## src/rtl/counter_slot_scheduler_pkg.sv

```systemverilog
// Shared types and constants for the counter slot scheduler.
package counter_sched_pkg;

  typedef enum logic [1:0] {
    IDLE = 2'b00,
    RUN  = 2'b01,
    DONE = 2'b10
  } state_e;

  localparam int NUM_REQ_DEF = 4;
  localparam int CNT_W_DEF   = 4;
  localparam int ID_W_DEF    = 2;
  localparam int MAX_REQ     = 8;

  // Wide enough for the largest supported requester count; callers truncate.
  function automatic logic [MAX_REQ-1:0] onehot(input int id);
    onehot = MAX_REQ'(1) << id;
  endfunction

endpackage

```

## src/rtl/counter_slot_scheduler_if.sv

```systemverilog
// Requester-side bus of the counter slot scheduler.
interface counter_slot_scheduler_if #(
  parameter int NUM_REQ = 4,
  parameter int CNT_W   = 4,
  parameter int ID_W    = 2
);
  logic [NUM_REQ-1:0]       req;
  logic [NUM_REQ*CNT_W-1:0] req_len;
  logic [NUM_REQ-1:0]       grant;
  logic                     busy;
  logic [CNT_W-1:0]         count;
  logic                     done;
  logic [ID_W-1:0]          done_id;

  modport master (
    output req, req_len,
    input  grant, busy, count, done, done_id
  );

  modport slave (
    input  req, req_len,
    output grant, busy, count, done, done_id
  );
endinterface

```

## src/rtl/counter_slot_scheduler_rr_arbiter.sv

```systemverilog
// Combinational round-robin pick: first set request at or above ptr, wrapping.
module rr_arbiter #(
  parameter int NUM_REQ = 4,
  parameter int ID_W    = 2
) (
  input  logic [NUM_REQ-1:0] req_i,
  input  logic [ID_W-1:0]    ptr_i,
  output logic               valid_o,
  output logic [ID_W-1:0]    id_o
);

  logic [ID_W-1:0] idx;

  // Scan highest offset first so the closest request to ptr wins last.
  always_comb begin
    valid_o = 1'b0;
    id_o    = '0;
    idx     = '0;
    for (int i = NUM_REQ - 1; i >= 0; i--) begin
      idx = ID_W'((int'(ptr_i) + i) % NUM_REQ);
      if (req_i[idx]) begin
        valid_o = 1'b1;
        id_o    = idx;
      end
    end
  end

endmodule

```

## src/rtl/counter_slot_scheduler.sv

```systemverilog
// Time-shares one up-counter between requesters, round-robin, one interval per grant.
//   state | meaning
//   IDLE  | no owner; arbitrate when any req is high
//   RUN   | owner's counter advancing from 0 to len_q
//   DONE  | completion cycle; done pulses, then release
module counter_slot_scheduler
  import counter_sched_pkg::*;
#(
  parameter int NUM_REQ = NUM_REQ_DEF,
  parameter int CNT_W   = CNT_W_DEF,
  parameter int ID_W    = ID_W_DEF
) (
  input  logic clk,
  input  logic reset,
  counter_slot_scheduler_if.slave bus
);

  state_e             state_q;
  logic [ID_W-1:0]    ptr_q;
  logic [ID_W-1:0]    owner_q;
  logic [CNT_W-1:0]   len_q;
  logic [CNT_W-1:0]   count_q;
  logic [NUM_REQ-1:0] grant_q;
  logic               busy_q;
  logic               done_q;
  logic [ID_W-1:0]    done_id_q;

  logic               win_valid;
  logic [ID_W-1:0]    win_id;
  logic [CNT_W-1:0]   len_d;
  logic [NUM_REQ-1:0] grant_d;
  logic [ID_W-1:0]    ptr_d;

  rr_arbiter #(.NUM_REQ(NUM_REQ), .ID_W(ID_W)) u_arb (
    .req_i   (bus.req),
    .ptr_i   (ptr_q),
    .valid_o (win_valid),
    .id_o    (win_id)
  );

  assign len_d   = bus.req_len[int'(win_id)*CNT_W +: CNT_W];
  assign grant_d = NUM_REQ'(onehot(int'(win_id)));
  assign ptr_d   = (owner_q == ID_W'(NUM_REQ - 1)) ? '0 : owner_q + 1'b1;

  always_ff @(posedge clk or negedge reset) begin
    if (!reset) begin
      state_q   <= IDLE;
      ptr_q     <= '0;
      owner_q   <= '0;
      len_q     <= '0;
      count_q   <= '0;
      grant_q   <= '0;
      busy_q    <= 1'b0;
      done_q    <= 1'b0;
      done_id_q <= '0;
    end else begin
      done_q <= 1'b0;
      case (state_q)
        IDLE: begin
          if (win_valid) begin
            owner_q <= win_id;
            len_q   <= len_d;
            count_q <= '0;
            grant_q <= grant_d;
            busy_q  <= 1'b1;
            state_q <= RUN;
          end
        end
        RUN: begin
          // Withdrawal wins over completion: no done for an abandoned slot.
          if (!bus.req[owner_q]) begin
            count_q <= '0;
            grant_q <= '0;
            busy_q  <= 1'b0;
            ptr_q   <= ptr_d;
            state_q <= IDLE;
          end else if (count_q == len_q) begin
            done_q    <= 1'b1;
            done_id_q <= owner_q;
            state_q   <= DONE;
          end else begin
            count_q <= count_q + 1'b1;
          end
        end
        DONE: begin
          count_q <= '0;
          grant_q <= '0;
          busy_q  <= 1'b0;
          ptr_q   <= ptr_d;
          state_q <= IDLE;
        end
        default: state_q <= IDLE;
      endcase
    end
  end

  assign bus.grant   = grant_q;
  assign bus.busy    = busy_q;
  assign bus.count   = count_q;
  assign bus.done    = done_q;
  assign bus.done_id = done_id_q;

endmodule
```

## src/flat_wrapper.sv

```systemverilog
// flat-port wrapper written by rule: the top's interface ports become plain ports
module counter_slot_scheduler_flat import counter_sched_pkg::*;
#(
  parameter int NUM_REQ = NUM_REQ_DEF,
  parameter int CNT_W   = CNT_W_DEF,
  parameter int ID_W    = ID_W_DEF
)
  (clk, reset, bus_req, bus_req_len, bus_grant, bus_busy, bus_count, bus_done, bus_done_id);
  counter_slot_scheduler_if #(.NUM_REQ(NUM_REQ), .CNT_W(CNT_W), .ID_W(ID_W)) bus_i ();
  input  logic clk;
  input  logic reset;
  input wire logic [$bits(bus_i.req)-1:0] bus_req;
  input wire logic [$bits(bus_i.req_len)-1:0] bus_req_len;
  output wire logic [$bits(bus_i.grant)-1:0] bus_grant;
  output wire logic [$bits(bus_i.busy)-1:0] bus_busy;
  output wire logic [$bits(bus_i.count)-1:0] bus_count;
  output wire logic [$bits(bus_i.done)-1:0] bus_done;
  output wire logic [$bits(bus_i.done_id)-1:0] bus_done_id;
  assign bus_i.req = bus_req;
  assign bus_i.req_len = bus_req_len;
  assign bus_grant = bus_i.grant;
  assign bus_busy = bus_i.busy;
  assign bus_count = bus_i.count;
  assign bus_done = bus_i.done;
  assign bus_done_id = bus_i.done_id;
  counter_slot_scheduler #(.NUM_REQ(NUM_REQ), .CNT_W(CNT_W), .ID_W(ID_W)) u_core (.clk(clk), .reset(reset), .bus(bus_i));
endmodule
```

## config.mk

```make
export PLATFORM = sky130hd
export DESIGN_NAME = counter_slot_scheduler_flat
export DESIGN_NICKNAME = d
export VERILOG_FILES = /design/src/rtl/counter_slot_scheduler_pkg.sv /design/src/rtl/counter_slot_scheduler_if.sv /design/src/rtl/counter_slot_scheduler_rr_arbiter.sv /design/src/rtl/counter_slot_scheduler.sv /design/src/flat_wrapper.sv
export SDC_FILE = /design/constraint.sdc
export NUM_CORES = 1
export LEC_CHECK = 0
export ABC_AREA = 1
export CORE_AREA = 2 2 65 67
export CTS_BUF_LIST = sky130_fd_sc_hd__clkbuf_4 sky130_fd_sc_hd__clkbuf_8 sky130_fd_sc_hd__clkbuf_16
export CTS_CLUSTER_DIAMETER = 40
export CTS_CLUSTER_SIZE = 40
export DETAILED_ROUTE_END_ITERATION = 10
export DIE_AREA = 0 0 67 69
export PLACE_DENSITY_LB_ADDON = 0.15
export SETUP_SLACK_MARGIN = 0.5
export SLEW_MARGIN = 20
export SYNTH_ARGS = -nofsm -noshare
export SYNTH_HDL_FRONTEND = slang
export SYNTH_HIERARCHICAL = 1
export SYNTH_SLANG_ARGS = --single-unit
```

## constraint.sdc

```tcl
create_clock -name clk -period 2.5 [get_ports clk]
set_input_delay 0.5 -clock clk [delete_from_list [all_inputs] [get_ports clk]]
set_output_delay 0.5 -clock clk [all_outputs]
set_load 0.02 [all_outputs]
```

# --- Word-level counts from Yosys, hierarchy flattened ---
# Cells that the tools add are included.
op_classes:
  addsub: 5
  n_lt_le_gt_ge: 5
  n_reduce_logical: 9
  n_eq_ne: 8
  muxes: 38
  n_shift: 2
ops:
  columns: ["op", "n"]
  rows:
  - ["$pmux 4 s3", 2]
  - ["$mux 4", 5]
  - ["$mux 2", 9]
  - ["$shiftx 16x5->4", 1]
  - ["$lt 2x3->1 const B", 5]
  - ["$mux 1", 14]
  - ["$bmux 1 s2", 5]
  - ["$reduce_and 3->1", 3]
  - ["$pmux 2 s2", 2]
  - ["$ne 3x3->1 const B", 2]
  - ["$reduce_and 2->1", 3]
  - ["$add 2x1->2 const B", 2]
  - ["$add 2x2->2 const B", 2]
  - ["$add 4x1->4 const B", 1]
  - ["$eq 2x2->1 const B", 2]
  - ["$eq 4x4->1", 1]
  - ["$ne 2x2->1 const B", 2]
  - ["$shl 1x2->4 const A", 1]
  - ["$pmux 1 s3", 1]
  - ["$reduce_bool 3->1", 1]
  - ["$eq 2x1->1 const B", 1]
  - ["$logic_not 2->1", 1]
  - ["$reduce_bool 2->1", 1]
word_totals:
  in_bits: 22
  output_inout_bits: 12
  word_cells: 76
  regBits: 22

# --- Longest topological paths before layout ---
# Gate-level depths: netlist (run 1).
logic_depth:
  ltp_word: 10
  mapped_depth: 15
  ltp_nobuf: 15

# --- By module ---
# Netlist (run 1), hierarchy kept.
modules_own_cells:
  columns: ["mod", "n_inst", "seq_area_each_um2", "cells_each", "area_per_inst_um2"]
  rows:
  - ["counter_slot_scheduler", 1, 550.5, 170, 1310.0]
  - ["rr_arbiter", 1, 0.0, 46, 212.7]

# --- Worst setup path before layout (run 1) ---
# Ideal clock, no wire load.
synth_timing:
  kind: "input -> register"
  startpoint: "in bus_req[3]"
  endpoint: "reg u_core.len_q[3]"
  path_slack_ps: 795
  n_path_buf: 0
  arrival_time_ps: 1616
  required_time_ps: 2412
  setup_time_ps: 88
  cell_stages: 11
  path_cell_list: "inv_1 > nand2_2 > and2_4 > nand2_2 > nand2_1 > inv_1 > a21boi_1 > inv_1 > nor2_1 > nand2_1 > a41oi_1"
synth_between:
  elab_chain_cells: 7
  word_cells_on_any_way: 18
  classes_between: "shift: 1; mux: 16; reduce/logical: 1"
synth_rtl:
  columns: ["item", "line_no", "rtl"]
  rows:
  - ["from (decl)", "flat_wrapper.sv:12", "input wire logic [$bits(bus_i.req)-1:0] bus_req;"]
  - ["$bmux 1 s2", "counter_slot_scheduler_rr_arbiter.sv:21", "if (req_i[idx]) begin"]
  - ["$mux 1 (implied by the code)", "counter_slot_scheduler_rr_arbiter.sv:21", null]
  - ["$mux 2 (3 in a row)", "counter_slot_scheduler_rr_arbiter.sv:21", null]
  - ["$mux 2 (*)", "counter_slot_scheduler_rr_arbiter.sv:21", null]
  - ["named net u_core.win_id[1]", "counter_slot_scheduler.sv:29", "logic [ID_W-1:0] win_id;"]
  - ["$shiftx 16x5->4 (*)", "counter_slot_scheduler.sv:41", "assign len_d = bus.req_len[int'(win_id)*CNT_W +: CNT_W];"]
  - ["to (signal assigned)", "counter_slot_scheduler.sv:62", "len_q <= len_d;"]
  - ["to (decl)", "counter_slot_scheduler.sv:21", "logic [CNT_W-1:0] len_q;"]
# The timed path passes the listed nets; every way through them passes the cells marked *. The select of a mux whose other input is x is not followed.
# A chain may end at the register's enable or synchronous reset.

# --- Worst setup path after layout (run 1) ---
layout_timing:
  startpoint: "reg u_core.count_q[2], in the netlist u_core/bus.count[2]"
  endpoint: "out bus_count[2]"
layout_lines:
  columns: ["item", "line_no", "rtl"]
  rows:
  - ["from (decl)", "counter_slot_scheduler.sv:22", "logic [CNT_W-1:0] count_q;"]
  - ["from (signal assigned)", "counter_slot_scheduler.sv:82", "count_q <= count_q + 1'b1;"]
  - ["to (decl)", "flat_wrapper.sv:16", "output wire logic [$bits(bus_i.count)-1:0] bus_count;"]
# No word-level cell between the ends.

==> results of run 1 <==
[tightest hold or removal path, delay by kind of cell (launching register included)]
family | cells | cell delay (ns)
and+or+nand+nor | 2 | 0.10
DFF | 1 | 0.36
[state kept, by name, indices dropped and copies added (netlist names)]
signal and flops:
u_core/state_q 2, u_core/bus.count 4, u_core/owner_q 2, u_core/bus.done_id 2, u_core/bus.busy 1, u_core/len_q 4, u_core/ptr_q 2, u_core/bus.grant 4
u_core/bus.done 1
[cell usage after synthesis, types with 2 or more instances]
| cell type | instances |
|---|---|
| a21oi_1 | 2 |
| dfrtp_1 | 22 |
| ha_1 | 6 |
| inv_1 | 31 |
| nand2_1 | 94 |
| nand2_2 | 4 |
| nand2_4 | 3 |
| nand3_1 | 12 |
| nand3_2 | 2 |
| nand4_1 | 4 |
| nor2_1 | 8 |
| nor2_2 | 2 |
| nor2_4 | 4 |
| o21ai_0 | 8 |
| o21ai_1 | 2 |
| xor2_1 | 2 |
[per-stage QoR]
step	instance area, um^2	std cells	setup WS (ns)	hold slack, ns
floorplan	1520	216	0.795	0.204
global placement	1930	301	0.174	0.468
detailed placement	1930	301	0.102	0.466
CTS	2010	305	0.524	0.494
global route	2110	309	0.477	0.517
finish	2110	309	0.616	0.491
[cell usage in the layout (no fill, tap or decap)]
| master | n |
|---|---|
| nand3_1 | 9 |
| nand4_1 | 4 |
| a21boi_2 | 1 |
| buf_4 | 4 |
| o21ai_1 | 1 |
| clkinv_2 | 1 |
| nand2_2 | 8 |
| o21ai_2 | 1 |
| nand2_1 | 90 |
| buf_6 | 2 |
| nand2_4 | 3 |
| buf_12 | 1 |
| clkbuf_8 | 3 |
| dlymetal6s2s_1 | 4 |
| dfrtp_2 | 1 |
| nor2_4 | 6 |
| nor2_1 | 6 |
| ha_1 | 6 |
| a41oi_1 | 1 |
| nand3_2 | 5 |
| o21bai_4 | 1 |
| xor2_1 | 2 |
| a21oi_1 | 2 |
| o21ai_4 | 1 |
| clkdlybuf4s50_1 | 29 |
| inv_1 | 27 |
| o21ai_0 | 8 |
| bufinv_16 | 1 |
| inv_2 | 5 |
| nand2_8 | 1 |
| nor2_2 | 2 |
| or2_2 | 1 |
| dfrtp_1 | 21 |
| and2_4 | 1 |
[kinds of logic (layout without fill, tap and decap cells)]
family / Yosys count / count (layout) / synth area share (%)
xor+xnor: 2 / 2 / 1.15
buf+inv: 34 / 77 / 8.96
simple gates: 136 / 136 / 42.0
compound gates: 16 / 16 / 6.82
fa+ha+maj: 6 / 6 / 4.93
flops: 22 / 22 / 36.2
[metal layers]
layer | vias up | wire (um)
li1 | 751 | -
met1 | 613 | 1600
met2 | 33 | 1450
met3 | 2 | 127
met4 | 0 | 19
met5 | - | 0
[power breakdown]
group | internal [mW] | switching, mW | leakage (nW)
clock network | 0.214 | 0.119 | 0.0357
logic | 0.717 | 1.00 | 0.802
registers | 0.497 | 0.134 | 0.284
total | 1.43 | 1.26 | 1.12
[area by class of cell]
class / count / area [um^2] / share of cell area [%]
multi-input cells: 160 / 891 / 42.1
flip-flops and latches: 22 / 552 / 26.1
repair buffers: 40 / 413 / 19.5
inverters: 33 / 125 / 5.92
well taps: 50 / 62.6 / 2.96
clock buffers: 3 / 41.3 / 1.95
clock inverters: 1 / 30.0 / 1.42
[timing repair]
item,in CTS,in global routing
setup endpoints to repair,4,12
gates cloned,0,0
pin swaps,0,6
resized for setup,6,19
setup buffers,0,4
[worst max-delay path by stage]
stage,cells after the start,to,slack (ns)
3_3_place_gp,15,u_core/len_q[2],0.17
4_1_cts,16,u_core/len_q[0],0.52
6_report,1,bus_count[2],0.62
5_1_grt,15,u_core/len_q[2],0.48
3_5_place_dp,16,u_core/len_q[0],0.10
2_1_floorplan,11,u_core/len_q[3],0.80
==> metrics.cfg, run 1 <==
[floorplan]
fp.dieW_um = 67
rows = 23
ios = 34
initial_core_util_pct = 38.9
dieArea_um2 = 4620
fp.dieH_um = 69
core-area_um2 = 3910

[cts]
htreeDepth = 1
cts_root_buffer = clkbuf_8
cts_tree = yes
clk_path_buf_depth = 2
path_clk_slew_ns = 0.09
holdBufCountCts = 0
clock_latency_ns = 0.26
cts_inserted_buffers = 3
numClockSinks = 22

[grt]
grt_start_max_net_pins = 23
gr-usage-met3_pct = 2.45
grt_use_met1_pct = 21.7
antenna_found_initial = 0
groute.usage.overall_pct = 14.5
grt_pass1_wl_um = 5440
busiest_layer = met2
grt_use_met2_pct = 22.3
grt_pass1_vias = 1235
grt_overflow_total = 0

[sta]
setup_viol = 0
finalWorstPathRequiredPeriod_ns = 1.88
worstMarginPinSlew_ns = 0.287
max_freq_ghz = 0.531
grt_setup_unrepaired = false
drv_slew = 0
fin_worst_skew_ns = 0.00660
hold_violations = 0
relSlewSlack_pct = 80.9
period_share_pct = 75.4
finalSetupTns_ns = 0

[worst_setup_path]
critical_path_required_ns = 2.00
criticalPathCategory = reg2out
cp_slowest_cell = clkdlybuf4s50_1
cp-start-kind = register
worstPathMaxFanout = 6
r2r_start = u_core/ptr_q[0]
crit_chain = clkdlybuf4s50_1
r2r_slack_ns = 0.67
crit_family = buffers and inverters
cp.arrival_ns = 1.38
reg2reg_depth = 15
reg2reg_to = u_core/len_q[2]
end_kind = output port
path_buf_inv = 1
cpPeakStageDelay_ns = 0.65
cp-startpoint = u_core/bus.count[2]

[yosys]
asyncSetResetFlopFracSynth_pct = 100
synth_seq_cells = 22
synth_nets = 244
syn-cell-area_um2 = 1520
syn_area_per_cell_um2 = 7.05
yosys-top-cells-area = dfrtp_1, nand2_1, inv_1
ys_warn_count = 6
synth_top_area_share_pct = 36.2
synth_edf_count = 0
synth-seq-area-share_pct = 36.2
yosys.area.top_type = dfrtp_1
netlist-cell-type-count = 26
syn_inst = 216
synthFlopType = dfrtp_1

[pwr]
leakagePower_nw = 1.12
p_total_mw = 2.69
peakVddDrop_mv = 0.673
p_per_area_nw_per_um2 = 1270

[status]
status = completed

[detailed_routing]
vias = 1399
dr.pass1.iters = 4
drc = 0
routed_wirelength_um = 3190
wl_per_cell_um = 10.3
ant_nets = 0
drt_iter0_markers = 58
viasPerCell = 4.53

[final_layout]
utilization_pct = 54.0
num_antenna_cells = 0
nFillCells = 415
fin_nets = 288
drive_gt1_share_pct = 18.9
area_delta_synth_final_pct = 38.9

[job]
max-cap-violations = 0

[placed_design]
portBuffers = 33
hpwlAfterDp_um = 2440
routabilityCongestion = 0.879

[worst_hold_path]
hold-path-endpoint = u_core/bus.grant[3]
worstHoldPathType = reg2reg
min_path_cells = 2
worstHoldStart = u_core/bus.grant[3]

Note: power is estimated with default switching activity, not from simulation.
==> run 2, diff against run 1 <==
==> constraint.sdc (replaced) <==
create_clock -name clk -period 1.8 [get_ports clk]
set_input_delay 0.36 -clock clk [delete_from_list [all_inputs] [get_ports clk]]
set_output_delay 0.36 -clock clk [all_outputs]
set_load 0.02 [all_outputs]
==> run 2 against run 1 <==
  * First-iteration DRC count shrank 22%
  * Highest routed layer unchanged
  * Cell area grew 8.1%
  * Critical path depth grew 11
  * Global-route usage grew 2.6 points
  * Clock power grew 8.4%
  * Register-to-register slack lost 0.66 ns
  * Routed wire length grew 13%
==> metrics.cfg, run 2 (synthesis gave the netlist of run 1 again) <==
[sta]
max_freq_ghz = 0.557
worstMarginPinSlew_ns = 0.286  ; -0.000533 ns
period_share_pct = 99.7
hold_violations = 0  ; unchanged
finalSetupTns_ns = 0  ; unchanged
finalWorstPathRequiredPeriod_ns = 1.79
relSlewSlack_pct = 80.9  ; about the same
drv_slew = 0  ; unchanged
fin_worst_skew_ns = 0.00632  ; -0.000286 ns
setup_viol = 0  ; unchanged
grt_setup_unrepaired = true

[grt]
grt_overflow_total = 0  ; unchanged
grt_pass1_wl_um = 6270  ; +15%
grt_pass1_vias = 1431  ; +16%
grt_start_max_net_pins = 23  ; unchanged
antenna_found_initial = 0  ; unchanged
groute.usage.overall_pct = 17.1  ; +2.6 points

[final_layout]
final_cells = 327  ; +5.8%
num_antenna_cells = 0  ; unchanged
drive_gt1_share_pct = 37.2  ; +18 points
area_delta_synth_final_pct = 50.1
final_common_cell = nand2_1
fin_nets = 306  ; +6.3%
layout_common_cells = nand2_1, inv_1, buf_4, dfrtp_1, clkdlybuf4s50_1

[floorplan]
dieArea_um2 = 4620  ; unchanged
rows = 23  ; unchanged
fp.dieH_um = 69  ; unchanged
ios = 34  ; unchanged
fp.dieW_um = 67  ; unchanged
initial_core_util_pct = 38.9  ; unchanged
core-area_um2 = 3910  ; unchanged

[worst_setup_path]
critical_path_required_ns = 1.95  ; -0.05 ns
r2r_slack_ns = 0.006  ; -0.66 ns
r2r_start = u_core/ptr_q[0]
cpPeakStageDelay_ns = 0.42  ; -0.23 ns
reg2reg_depth = 12  ; -3
criticalPathCategory = reg2reg
reg2reg_to = u_core/len_q[0]
crit_top_cell = nand2_1
cp-start-kind = register
cp.arrival_ns = 1.94  ; +0.56 ns
worstPathMaxFanout = 8  ; +2
crit_chain = buf_6, o21ai_4, nand2_1, nand2_1, nand3_2, a21boi_4, buf_4, nor2_4, nand2_1, nand4_1, nand2_1, o21ai_0
cp_slowest_cell = dfrtp_1
end_kind = register

[cts]
htreeDepth = 1  ; unchanged
holdBufCountCts = 0  ; unchanged
clk_path_buf_depth = 2  ; unchanged
clock_latency_ns = 0.27  ; about the same
path_clk_slew_ns = 0.08  ; about the same
cts_root_buffer = clkbuf_8
numClockSinks = 22  ; unchanged
cts_tree = yes
cts_inserted_buffers = 3  ; unchanged

[detailed_routing]
drc = 0  ; unchanged
drt_iter0_markers = 45  ; -22%
viasPerCell = 4.59  ; +1.5%
routed_wirelength_um = 3620  ; +13%
vias = 1502  ; +7.4%
ant_nets = 0  ; unchanged
wl_per_cell_um = 11.1  ; +7.0%
dr.pass1.iters = 4  ; unchanged

[status]
status = completed

[placed_design]
hpwlAfterDp_um = 2460  ; +0.83%
place_inst = 314  ; +4.3%
routabilityCongestion = 0.912  ; +3.8%
portBuffers = 33  ; unchanged

[pwr]
p_per_area_nw_per_um2 = 1830  ; +44%
peakVddDrop_mv = 1.03  ; +52%
leakagePower_nw = 1.21  ; +7.4%
p_total_mw = 4.19  ; +56%

[job]
max-cap-violations = 0  ; unchanged

[worst_hold_path]
worstHoldPathType = in2async

run 2: layer usage:
layer / up-vias / wire (um) / share of wire, % / global-route usage (%)
li1: 790 / - / - / -
met1: 677 / 1700 / 47 / 24.1
met2: 29 / 1720 / 47 / 25.9
met3: 6 / 134 / 3.7 / 2.77
met4: 0 / 59 / 1.6 / 6.80
met5: - / 0 / 0 / 0
run 2: cell type report:
| type | instances | area (um^2) |
|---|---|---|
| fill | 384 | 1630 |
| multi-input combinational | 160 | 991 |
| sequential | 22 | 553 |
| timing repair buffer | 58 | 499 |
| inverter | 33 | 125 |
| tap | 50 | 62.6 |
| clock buffer | 4 | 55.1 |
run 2: through the flow:
stage	hold WS, ns	util (%)	area (um^2)	setup WS, ns
floorplan	0.0644	-	1540	0.211
detailed placement	0.464	52.2	2040	-0.399
global placement	0.471	52.2	2040	-0.396
finish	0.441	58.4	2290	0.00580
CTS	0.448	56.8	2220	0.0535
global route	0.480	58.4	2290	-0.159
run 2: worst max-delay path by stage:
stage / from / to / slack, ns
3_3_place_gp: bus_req[2] / u_core/len_q[2] / -0.40
6_report: u_core/ptr_q[0] / u_core/len_q[0] / 0.006
3_5_place_dp: bus_req[3] / u_core/len_q[2] / -0.40
2_1_floorplan: u_core/ptr_q[0] / u_core/len_q[3] / 0.21
5_1_grt: u_core/ptr_q[0] / u_core/len_q[1] / -0.16
4_1_cts: u_core/ptr_q[0] / u_core/len_q[2] / 0.05
run 2: what timing repair did:
action                                  4_1_cts  5_1_grt
setup buffers                                 5        4
pin swaps                                    15        8
gates resized for setup                      67       27
endpoints found under the setup margin       33       26
run 2: report_power, final:
group / total, mW / switching [mW] / internal [mW]
registers: 0.859 / 0.168 / 0.692
clock network: 0.361 / 0.165 / 0.195
logic: 2.97 / 1.68 / 1.29
run 2: critical path: cells and delay by family (launching register included):
kind | cells | cell delay (ns)
AO/OA/AOI/OAI | 3 | 0.45
buffers and inverters | 2 | 0.31
AND/OR/NAND/NOR | 7 | 0.49
flip-flops | 1 | 0.42
==> run 3, diff against run 2 <==
--- a/config.mk
+++ b/config.mk
@@ -6,12 +6,14 @@
 export NUM_CORES = 1
 export LEC_CHECK = 0
 export ABC_AREA = 1
-export CORE_AREA = 2 2 65 67
+export CELL_PAD_IN_SITES_DETAIL_PLACEMENT = 0
+export CELL_PAD_IN_SITES_GLOBAL_PLACEMENT = 1
+export CORE_AREA = 2 2 69 71
 export CTS_BUF_LIST = sky130_fd_sc_hd__clkbuf_4 sky130_fd_sc_hd__clkbuf_8 sky130_fd_sc_hd__clkbuf_16
 export CTS_CLUSTER_DIAMETER = 40
 export CTS_CLUSTER_SIZE = 40
 export DETAILED_ROUTE_END_ITERATION = 10
-export DIE_AREA = 0 0 67 69
+export DIE_AREA = 0 0 71 73
 export PLACE_DENSITY_LB_ADDON = 0.15
 export SETUP_SLACK_MARGIN = 0.5
 export SLEW_MARGIN = 20
==> run 3 against run 2 <==
  * The flow now finishes with violations (setup timing)
  * Global-route usage down 1.9 points
  * Via count decreased by 2.1%
  * Maximum frequency fell by 2.0%
  * Cell area down 1.5%
  * Setup slack worse by 0.037 ns
  * Critical path depth unchanged
  * Worst hold slack got worse by 0.0036 ns
  * Utilization fell by 8.8 points
  * Power down 0.35%
  * First-iteration DRC count did not move
  * Sequential share of layout area rose by 0.38 points
  * Critical endpoint is now u_core/bus.grant[1]
  * Highest routed layer unchanged
==> metrics.cfg, run 3 (synthesis gave the netlist of run 1 again) <==
[pwr]
p_total_mw = 4.18  ; -0.35%
peakVddDrop_mv = 1.19  ; +16%
leakagePower_nw = 1.18  ; -1.8%
p_per_area_nw_per_um2 = 1860  ; +1.2%

[floorplan]
dieArea_um2 = 5180  ; +12%
ios = 34  ; unchanged
fp.dieW_um = 71  ; +6.0%
initial_core_util_pct = 33.6  ; -5.3 points
fp.dieH_um = 73  ; +5.8%
rows = 25  ; +8.7%
core-area_um2 = 4540  ; +16%

[final_layout]
final_area_um2 = 2250  ; -1.5%
fin_nets = 304  ; -0.65%
final_common_cell = nand2_1
regArea_um2 = 553  ; unchanged
layout_common_cells = nand2_1, inv_1, dfrtp_1, clkdlybuf4s50_1, buf_4
num_antenna_cells = 0  ; unchanged
area_delta_synth_final_pct = 47.8
drive_gt1_share_pct = 32.1  ; -5.1 points
multi_input_area_um2 = 946  ; -4.5%
nFillCells = 463  ; +21%

[cts]
cts_inserted_buffers = 3  ; unchanged
cts_root_buffer = clkbuf_8
numClockSinks = 22  ; unchanged
cts_tree = yes
path_clk_slew_ns = 0.08  ; about the same
clock_latency_ns = 0.26  ; about the same
clk_path_buf_depth = 2  ; unchanged
htreeDepth = 1  ; unchanged

[worst_setup_path]
cp.arrival_ns = 1.99  ; +0.05 ns
critical_path_required_ns = 1.96  ; about the same
crit_top_cell = buf_6
end_kind = register
criticalPathCategory = reg2reg
reg2reg_depth = 12  ; unchanged
cpPeakStageDelay_ns = 0.47  ; +0.05 ns
cp-start-kind = register
crit_chain = buf_6, o21ai_4, nand2_1, nand2_1, nand3_2, a21boi_4, buf_6, nor2_4, buf_6, buf_6, nand2_2, nand2_1
worstPathMaxFanout = 6  ; -2
cp_slowest_cell = dfrtp_2

[status]
violations = setup timing
status = finished, violations left

[detailed_routing]
drc = 0  ; unchanged
ant_nets = 0  ; unchanged
wl_per_cell_um = 11.2  ; +0.85%
viasPerCell = 4.48  ; -2.4%
wl_met2_um = 1640  ; -4.5%
met3_wirelength_um = 125  ; -6.7%
vias = 1470  ; -2.1%
dr.pass1.iters = 4  ; unchanged
met1_length_um = 1800  ; +5.5%
route.top_layer_used = met4
drt_iter0_markers = 45  ; unchanged
routed_wirelength_um = 3660  ; +1.2%

[sta]
hold_violations = 0  ; unchanged
worst_slack_ns = -0.0309  ; -0.0367 ns
period_share_pct = 102  ; +2.0 points
hold_slack_ns = 0.437  ; -0.00361 ns
max_freq_ghz = 0.546  ; -2.0%
relSlewSlack_pct = 80.0  ; -0.92 points
worstMarginPinSlew_ns = 0.300  ; +0.0138 ns
fin_worst_skew_ns = 0.00363  ; -0.00268 ns
setup_viol = 5  ; +5
drv_slew = 0  ; unchanged
grt_setup_unrepaired = true
finalWorstPathRequiredPeriod_ns = 1.83  ; +0.0367 ns

[grt]
grt_overflow_total = 0  ; unchanged
grt_pass1_vias = 1434  ; +0.21%
grt_start_max_net_pins = 23  ; unchanged
grt_pass1_wl_um = 6330  ; +1.1%
antenna_found_initial = 0  ; unchanged
groute.usage.overall_pct = 15.2  ; -1.9 points

[job]
max-cap-violations = 0  ; unchanged

[worst_hold_path]
worstHoldPathType = in2async

[placed_design]
hpwlAfterDp_um = 2680  ; +9.1%
portBuffers = 33  ; unchanged
routabilityCongestion = 0.826  ; -9.5%
dpl-instance-area_um2 = 2040  ; -0.12%

-- run 3: cell count changes in the layout (fill, tap and decap cells not counted), moves of 2 or more --
cell / previous run / this run
inv_1: 22 / 24
o21ai_1: 5 / 8
buf_6: 4 / 10
nand2_2: 14 / 9
buf_2: 5 / 3
inv_2: 10 / 8
buf_4: 21 / 13
nor2_1: 2 / 4
nand2_1: 82 / 88
o21ai_0: 3 / 0
-- run 3: area by class of cell --
type	count	share of cell area [%]
multi-input cells	160	42.0
inverters	33	5.56
repair buffers	56	23.0
well taps	54	3.00
clock buffers	3	1.83
flip-flops and latches	22	24.6
-- run 3: metrics by stage --
stage | worst slack [ns] | setup TNS (ns) | util [%] | std cells
after floorplan | 0.211 | 0 | - | 216
after global placement | -0.476 | -4.01 | 45.0 | 317
after detailed placement | -0.440 | -4.03 | 45.0 | 317
after CTS | 0.0149 | 0 | 49.0 | 326
after global routing | -0.186 | -1.00 | 49.6 | 328
final | -0.0309 | -0.100 | 49.6 | 328
-- run 3: path summary, 6_finish.rpt --
kind                                          to                  start  slack [ns]
setup reg to reg             u_core/bus.grant[1]        u_core/ptr_q[0]       -0.03
min in group clk           u_core/bus.done_id[0]  u_core/bus.done_id[0]        0.49
max in group asynchronous      u_core/owner_q[0]                  reset        1.11
hold reg to reg            u_core/bus.done_id[0]  u_core/bus.done_id[0]        0.49
setup / recovery             u_core/bus.grant[1]        u_core/ptr_q[0]       -0.03
hold / removal                 u_core/state_q[0]                  reset        0.44
-- run 3: critical path: cells and delay by family, from the launching register on --
kind	cells	cell delay [ns]
flip-flops	1	0.47
buffers and inverters	4	0.49
AO/OA/AOI/OAI	2	0.38
AND/OR/NAND/NOR	6	0.39
-- run 3: metal layers --
metal / track usage, % / vias to the layer above
met5: 0 / -
met4: 7.76 / 0
met3: 2.07 / 8
met2: 23.9 / 32
met1: 20.5 / 647
li1: - / 783
-- run 3: timing repair --
item                       CTS  global route
buffers inserted             6             2
hold buffers                 0             0
gates resized for setup     67            19
setup endpoints to repair   33            27
pin swaps                   13             9
-- run 3: where the power goes --
| part | internal [mW] | leakage, nW | switching (mW) | total (mW) |
|---|---|---|---|---|
| clock | 0.150 | 0.0216 | 0.156 | 0.306 |
| sequential | 0.693 | 0.283 | 0.174 | 0.867 |
| combinational | 1.35 | 0.879 | 1.65 | 3.00 |
| total | 2.19 | 1.18 | 1.98 | 4.18 |
